==> src/rtl/cpu_pkg.sv <==
`default_nettype none
// ============================================================================
// Module      : cpu_pkg
// Description : Shared opcodes, instruction fields and FSM encoding for the
//               4-bit CPU control unit and datapath.
// Revision    : 1.0 - initial release
// ============================================================================
package cpu_pkg;

    localparam int DATA_W_DEF = 4;
    localparam int PC_W_DEF   = 4;
    localparam int INSTR_W    = 12;

    localparam int OPC_MSB = 11;
    localparam int OPC_LSB = 8;
    localparam int RD_MSB  = 7;
    localparam int RD_LSB  = 6;
    localparam int RS_MSB  = 5;
    localparam int RS_LSB  = 4;
    localparam int IMM_MSB = 3;
    localparam int IMM_LSB = 0;

    localparam logic [3:0] OP_NOP  = 4'h0;
    localparam logic [3:0] OP_LDI  = 4'h1;
    localparam logic [3:0] OP_MOV  = 4'h2;
    localparam logic [3:0] OP_ADD  = 4'h3;
    localparam logic [3:0] OP_SUB  = 4'h4;
    localparam logic [3:0] OP_AND  = 4'h5;
    localparam logic [3:0] OP_OR   = 4'h6;
    localparam logic [3:0] OP_XOR  = 4'h7;
    localparam logic [3:0] OP_JMP  = 4'h8;
    localparam logic [3:0] OP_JZ   = 4'h9;
    localparam logic [3:0] OP_HALT = 4'hA;

    typedef enum logic [2:0] {
        ST_IDLE   = 3'd0,
        ST_FETCH  = 3'd1,
        ST_DECODE = 3'd2,
        ST_EXEC   = 3'd3,
        ST_WB     = 3'd4,
        ST_HALT   = 3'd5
    } state_t;

    function automatic logic writes_reg(input logic [3:0] op);
        return (op >= OP_LDI) && (op <= OP_XOR);
    endfunction

    function automatic logic sets_flag(input logic [3:0] op);
        return (op >= OP_ADD) && (op <= OP_XOR);
    endfunction

    function automatic logic is_undefined(input logic [3:0] op);
        return op > OP_HALT;
    endfunction

endpackage
`default_nettype wire

==> src/rtl/seq_alu.sv <==
`default_nettype none
// ============================================================================
// Module      : seq_alu
// Description : Combinational ALU: LDI/MOV pass-through plus ADD/SUB/AND/OR/XOR,
//               all modulo 2^DATA_W, with zero detect on the result.
// Revision    : 1.0 - initial release
// ============================================================================
module seq_alu
    import cpu_pkg::*;
#(
    parameter int DATA_W = DATA_W_DEF
) (
    input  logic [3:0]        op,
    input  logic [DATA_W-1:0] a,
    input  logic [DATA_W-1:0] b,
    input  logic [3:0]        imm,
    output logic [DATA_W-1:0] result,
    output logic              zero
);

    always_comb begin
        result = '0;
        case (op)
            OP_LDI:  result = DATA_W'(imm);
            OP_MOV:  result = b;
            OP_ADD:  result = a + b;
            OP_SUB:  result = a - b;
            OP_AND:  result = a & b;
            OP_OR:   result = a | b;
            OP_XOR:  result = a ^ b;
            default: result = '0;
        endcase
    end

    assign zero = (result == '0);

endmodule
`default_nettype wire

==> src/rtl/reg_file_sequencer.sv <==
`default_nettype none
// ============================================================================
// Module      : reg_file_sequencer
// Description : Multi-cycle FETCH/DECODE/EXEC/WB control unit driving a 4x4
//               register file. Optional macro ILLEGAL_TRAP_EN traps opcodes B-F.
// Revision    : 1.0 - initial release
// ============================================================================
module reg_file_sequencer
    import cpu_pkg::*;
#(
    parameter int PC_W     = PC_W_DEF,
    parameter int DATA_W   = DATA_W_DEF,
    parameter int RESET_PC = 0
) (
    input  logic                clk,
    input  logic                rst,
    input  logic                run,
    input  logic [INSTR_W-1:0]  instr,
    output logic [PC_W-1:0]     pc,
    output logic [1:0]          sel_a,
    output logic [1:0]          sel_b,
    output logic [1:0]          sel_w,
    output logic                write_en,
    output logic [DATA_W-1:0]   data_in,
    input  logic [DATA_W-1:0]   out_a,
    input  logic [DATA_W-1:0]   out_b,
    output logic                zero,
    output logic                halted,
    output logic                illegal
);

    state_t               state;
    state_t               next_state;
    logic [INSTR_W-1:0]   ir;
    logic                 wr_pend;
    logic [PC_W-1:0]      pc_next;
    logic [DATA_W-1:0]    alu_result;
    logic                 alu_zero;

    logic [3:0] opcode;
    logic [1:0] rd;
    logic [3:0] imm;

    assign opcode = ir[OPC_MSB:OPC_LSB];
    assign rd     = ir[RD_MSB:RD_LSB];
    assign imm    = ir[IMM_MSB:IMM_LSB];

    seq_alu #(.DATA_W(DATA_W)) u_alu (
        .op     (opcode),
        .a      (out_a),
        .b      (out_b),
        .imm    (imm),
        .result (alu_result),
        .zero   (alu_zero)
    );

    always_ff @(posedge clk) begin
        if (rst) state <= ST_IDLE;
        else     state <= next_state;
    end

    always_comb begin
        next_state = state;
        case (state)
            ST_IDLE:   if (run) next_state = ST_FETCH;
            ST_FETCH:  next_state = ST_DECODE;
            ST_DECODE: next_state = ST_EXEC;
            ST_EXEC: begin
                if (opcode == OP_HALT)
                    next_state = ST_HALT;
`ifdef ILLEGAL_TRAP_EN
                else if (is_undefined(opcode))
                    next_state = ST_HALT;
`endif
                else
                    next_state = ST_WB;
            end
            ST_WB:     next_state = run ? ST_FETCH : ST_IDLE;
            ST_HALT:   next_state = ST_HALT;
            default:   next_state = ST_IDLE;
        endcase
    end

    always_comb begin
        pc_next = pc + PC_W'(1);
        case (opcode)
            OP_JMP:  pc_next = PC_W'(imm);
            OP_JZ:   if (zero) pc_next = PC_W'(imm);
            default: ;
        endcase
    end

    // Read selects are loaded straight from the ROM word so they are valid
    // throughout DECODE and EXEC; the write port is loaded as EXEC ends.
    always_ff @(posedge clk) begin
        if (rst) begin
            pc      <= PC_W'(RESET_PC);
            ir      <= '0;
            sel_a   <= '0;
            sel_b   <= '0;
            sel_w   <= '0;
            data_in <= '0;
            wr_pend <= 1'b0;
            zero    <= 1'b0;
        end else begin
            wr_pend <= 1'b0;
            case (state)
                ST_FETCH: begin
                    ir    <= instr;
                    sel_a <= instr[RD_MSB:RD_LSB];
                    sel_b <= instr[RS_MSB:RS_LSB];
                end
                ST_EXEC: begin
                    if (sets_flag(opcode))
                        zero <= alu_zero;
                    if (writes_reg(opcode)) begin
                        wr_pend <= 1'b1;
                        sel_w   <= rd;
                        data_in <= alu_result;
                    end
                end
                ST_WB:   pc <= pc_next;
                default: ;
            endcase
        end
    end

    // Reset must suppress a write even when it lands in the WB cycle.
    assign write_en = wr_pend & ~rst;
    assign halted   = (state == ST_HALT);

`ifdef ILLEGAL_TRAP_EN
    logic illegal_q;

    always_ff @(posedge clk) begin
        if (rst)
            illegal_q <= 1'b0;
        else if (state == ST_EXEC && is_undefined(opcode))
            illegal_q <= 1'b1;
    end

    assign illegal = illegal_q;
`else
    assign illegal = 1'b0;
`endif

endmodule
`default_nettype wire

==> config.mk <==
export PLATFORM = sky130hd
export DESIGN_NAME = reg_file_sequencer
export DESIGN_NICKNAME = d
export VERILOG_FILES = /design/src/rtl/cpu_pkg.sv /design/src/rtl/seq_alu.sv /design/src/rtl/reg_file_sequencer.sv
export SDC_FILE = /design/constraint.sdc
export NUM_CORES = 1
export LEC_CHECK = 0
export CORE_UTILIZATION = 55
export CTS_BUF_LIST = sky130_fd_sc_hd__clkbuf_8
export DETAILED_ROUTE_END_ITERATION = 16
export GPL_TIMING_DRIVEN = 0
export PLACE_DENSITY = 0.94
export SLEW_MARGIN = 20
export SYNTH_ARGS = -nofsm -noshare
export SYNTH_HDL_FRONTEND = slang
export SYNTH_HIERARCHICAL = 1
export SYNTH_SLANG_ARGS = --single-unit
==> constraint.sdc <==
create_clock -name clk -period 4.29 [get_ports clk]
set_input_delay 1.0725 -clock clk [delete_from_list [all_inputs] [get_ports clk]]
set_output_delay 1.0725 -clock clk [all_outputs]
set_load 0.01 [all_outputs]
==> metrics.md <==
| Metric | Value |
|---|---|
| Avg Synthesized Cell Area | 9.06 um2 |
| Placed cells | 283 |
| Post-synth top area share | 29.8% |
| CTS tree | yes |
| Share of cells above drive strength 1 | 9.88% |
| Post-Synth Adder-Cell Area | 10.1% |
| Uppermost routed layer | met4 |
| CTS Hold Bufs | 0 |
| Setup Skew | 0.00323 ns |
| Vias | 1,578 |
| Total power | 0.584 mW |
| Vias in the first global route | 1,548 |
| Pwr dens | 253 mW/mm2 |
| WL met3 | 188 um |
| I/O Pins | 41 |
| Die Y-Extent | 59.4 um |
| Achievable Freq | 0.272 GHz |
| CP Capture Type | register |
| Metal1 wirelength | 1.76 mm |
| Register area share after synthesis | 29.8% |
| Mapped Nets | 237 |
| CP Max Fanout | 4 |
| Slew Viols, Final | 0 |
| Rows | 20 |
| Number of CTS-inserted buffers | 3 |
| Mux cell area share after synthesis | 12.8% |
| PortBufs | 39 |
| EDFF count, synth | 0 |
| TritonRoute pass-1 iters | 4 |
| Detail Placement HPWL | 3.15 mm |
| Worst Tran Pin Value | 0.535 ns |
| CP Class | input pin to register |
| Clock sink total | 27 |
| Synth Flop Type | dfxtp_1 |
| Die area | 0.00353 mm2 |
| Hold Vio Cnt, Final | 0 |
| Cells after Synth | 200 |
| Simple-Gate Fraction of Synth Area | 21.7% |
| Largest family of logic cells by synthesized area | simple AND/OR/NAND/NOR gates |
| Worst EP arrival | 3.88 ns |
| Worst Path Required | 4.48 ns |
| Clock root buffer | clkbuf_8 |
| Fin Setup TNS | 0 ns |
| Die Wd | 59.4 um |
| Synth top area cells | dfxtp_1 30%, mux2i_1 12%, ha_1 9.0% |
| Antenna Violating Nets Remaining | 0 |
| # DRC | 0 |
| Worst Setup Start Kind | input pin |
| Worst Path Buf+Inv | 3 |
| Worst path depth | 13 |
| Initial antenna violation count | 0 |
| Max incr delay on CP | 0.53 ns |
| Min cycle time layout | 3.68 ns |
| Count of different cell masters after synthesis | 53 |
| Starting density of the core | 58.9% |
| Non-Filler Instances | 287 |
| Synth-to-Final Area Change | 27.1% |
| Final nets | 281 |
| Mapped Area | 0.00181 mm2 |
| Reg clk slew, reported paths | 0.09 ns |
| Yosys warns | 6 |
| Routed wire length | 4.11 mm |
| Overall Global Routing Usage | 25.2% |
| Compound-Gate Fraction of Synth Area | 13.9% |
| FF-to-FF path depth | 12 |
| Final Wtd Congestion | 0.911 |
| DRT iter0 DRCs | 80 |
| Worst-Skew Late Latency | 0.27 ns |
| Core area | 0.00308 mm2 |
| N_diodes | 0 |
| Share of the core filled with cells | 74.8% |
| Status | finished clean |
| Max-Cap Viols | 0 |
| Vias per inst | 5.50 |
| #FFs+latches synth | 27 |
| Area leader, netlist | dfxtp_1 |
| Total gr overflow | 0 |
| Final setup vio count | 0 |
| Worst min path class | register to register |
| Worst vdd ir | 0.164 mV |
| P_leak | 0.914 nW |
| Fraction of registers with async set/reset | 0% |
| Slew headroom | 64.3% |
| Post-synthesis xor/xnor area fraction | 2.42% |
| WL met2 | 2.06 mm |
| Drt wl/cell | 14.3 um |
| Critical path's slowest cell | clkdlybuf4s50_1 |
| CP cell instances | clkdlybuf4s50_1 -> inv_1 -> ha_1 -> mux2_2 -> inv_1 -> ha_1 -> nor2b_1 -> o21a_1 -> o21ba_2 -> a211o_1 -> nor4_2 -> nand3_1 -> a21oi_1 |
| Hold depth | 2 |
| CP top delay family | compound AO/OA/AOI/OAI gates |
| First-pass GRT wire length | 6.73 mm |
| CTS max path bufs | 2 |
| CTS resizes | 0 |
| Ratio of final minimum period to clock period | 85.8% |
| Setup bufs post-CTS | 0 |
| RSZ-0062 raised after global routing | false |
| Pin count of the biggest net entering global routing | 15 |
| Htree depth | 1 |
## logic make-up after synthesis
group / Yosys count
AND/OR/NAND/NOR: 68
AO/OA/AOI/OAI: 33
buffers and inverters: 29
flip-flops: 27
multiplexers: 23
adder cells (fa/ha/maj): 14
XOR/XNOR: 5
other: 1
## synth_stat cells, types with 2 or more instances
master / n
xnor2_1: 4
a32oi_1: 2
nor2_1: 30
o21ai_0: 3
nor3b_4: 2
nor3_1: 3
buf_6: 2
a211oi_1: 2
a21oi_1: 6
or3_1: 3
mux2i_1: 22
buf_1: 2
dfxtp_1: 27
ha_1: 13
nand2_1: 6
a21boi_0: 2
nor2b_1: 4
o22ai_1: 2
o32ai_1: 2
nand3_1: 5
buf_2: 2
nand2b_1: 4
inv_1: 14
nor3b_1: 3
buf_4: 7
## cell usage in the layout, fill, tap and decap left out, types with 3 or more instances in the layout
| cell type | count |
|---|---|
| clkdlybuf4s50_1 | 39 |
| nor2_1 | 30 |
| dfxtp_1 | 27 |
| mux2i_1 | 22 |
| inv_1 | 15 |
| ha_1 | 13 |
| buf_4 | 7 |
| nand2_1 | 6 |
| a21oi_1 | 6 |
| nand3_1 | 5 |
| nor2b_1 | 4 |
| nand2b_1 | 4 |
| xnor2_1 | 4 |
| nor3_1 | 3 |
| o21ai_0 | 3 |
| nor3b_1 | 3 |
| clkbuf_8 | 3 |
| or3_1 | 3 |
## report_power, final
part | switching [mW] | leakage (nW) | internal, mW
Sequential | 0.0139 | 0.219 | 0.262
Combinational | 0.0818 | 0.668 | 0.0869
Clock | 0.0749 | 0.0269 | 0.0640
Total | 0.171 | 0.914 | 0.413
## metrics by stage
step	cell area [um2]	setup WS, ns	hold WS, ns
floorplan	1810	1.14	0.462
global placement	2260	0.423	0.472
detailed placement	2260	0.343	0.484
CTS	2300	0.612	0.508
global route	2300	0.458	0.538
finish	2300	0.608	0.500
## layout make-up
type / instances / area [um2]
Clock inverter: 1 / 3.75
Buffer: 15 / 111
Multi-Input combinational cell: 144 / 1110
Clock buffer: 3 / 41.3
Fill cell: 244 / 774
Tap cell: 44 / 55.1
Timing Repair Buffer: 39 / 390
Sequential cell: 27 / 541
Inverter: 14 / 52.6
## metal layers
layer	GRT usage, %	up-vias
met1	30.2	731
met4	9.52	0
li1	-	774
met2	43.3	61
met3	6.11	12
met5	0	-
## sequential cells by signal (all words and copies together) (netlist names)
| signal | cells |
|---|---|
| ir | 10 |
| data_in | 4 |
| pc | 4 |
| state | 3 |
| sel_w | 2 |
| sel_a | 1 |
| sel_b | 1 |
| wr_pend | 1 |
| zero | 1 |
## final timing paths
check,slack [ns],endpoint,from
worst max-delay path,0.61,zero$_SDFFE_PP0P_,out_b[0]
worst max register to register,1.25,zero$_SDFFE_PP0P_,ir[9]$_SDFFE_PP0P_
worst min-delay path,0.50,pc[3]$_SDFFE_PP0N_,pc[3]$_SDFFE_PP0N_
worst min register to register,0.50,pc[3]$_SDFFE_PP0N_,pc[3]$_SDFFE_PP0N_
## worst reg2reg max path: cells and delay by family, from the launching register on
| family | cells | cell delay [ns] |
|---|---|---|
| AND/OR/NAND/NOR | 4 | 0.85 |
| multiplexers | 1 | 0.41 |
| flip-flops | 1 | 0.37 |
| buffers and inverters | 2 | 0.28 |
| AO/OA/AOI/OAI | 4 | 0.85 |
| adder cells (fa/ha/maj) | 1 | 0.21 |
Note: power is estimated with default switching activity, not from simulation.
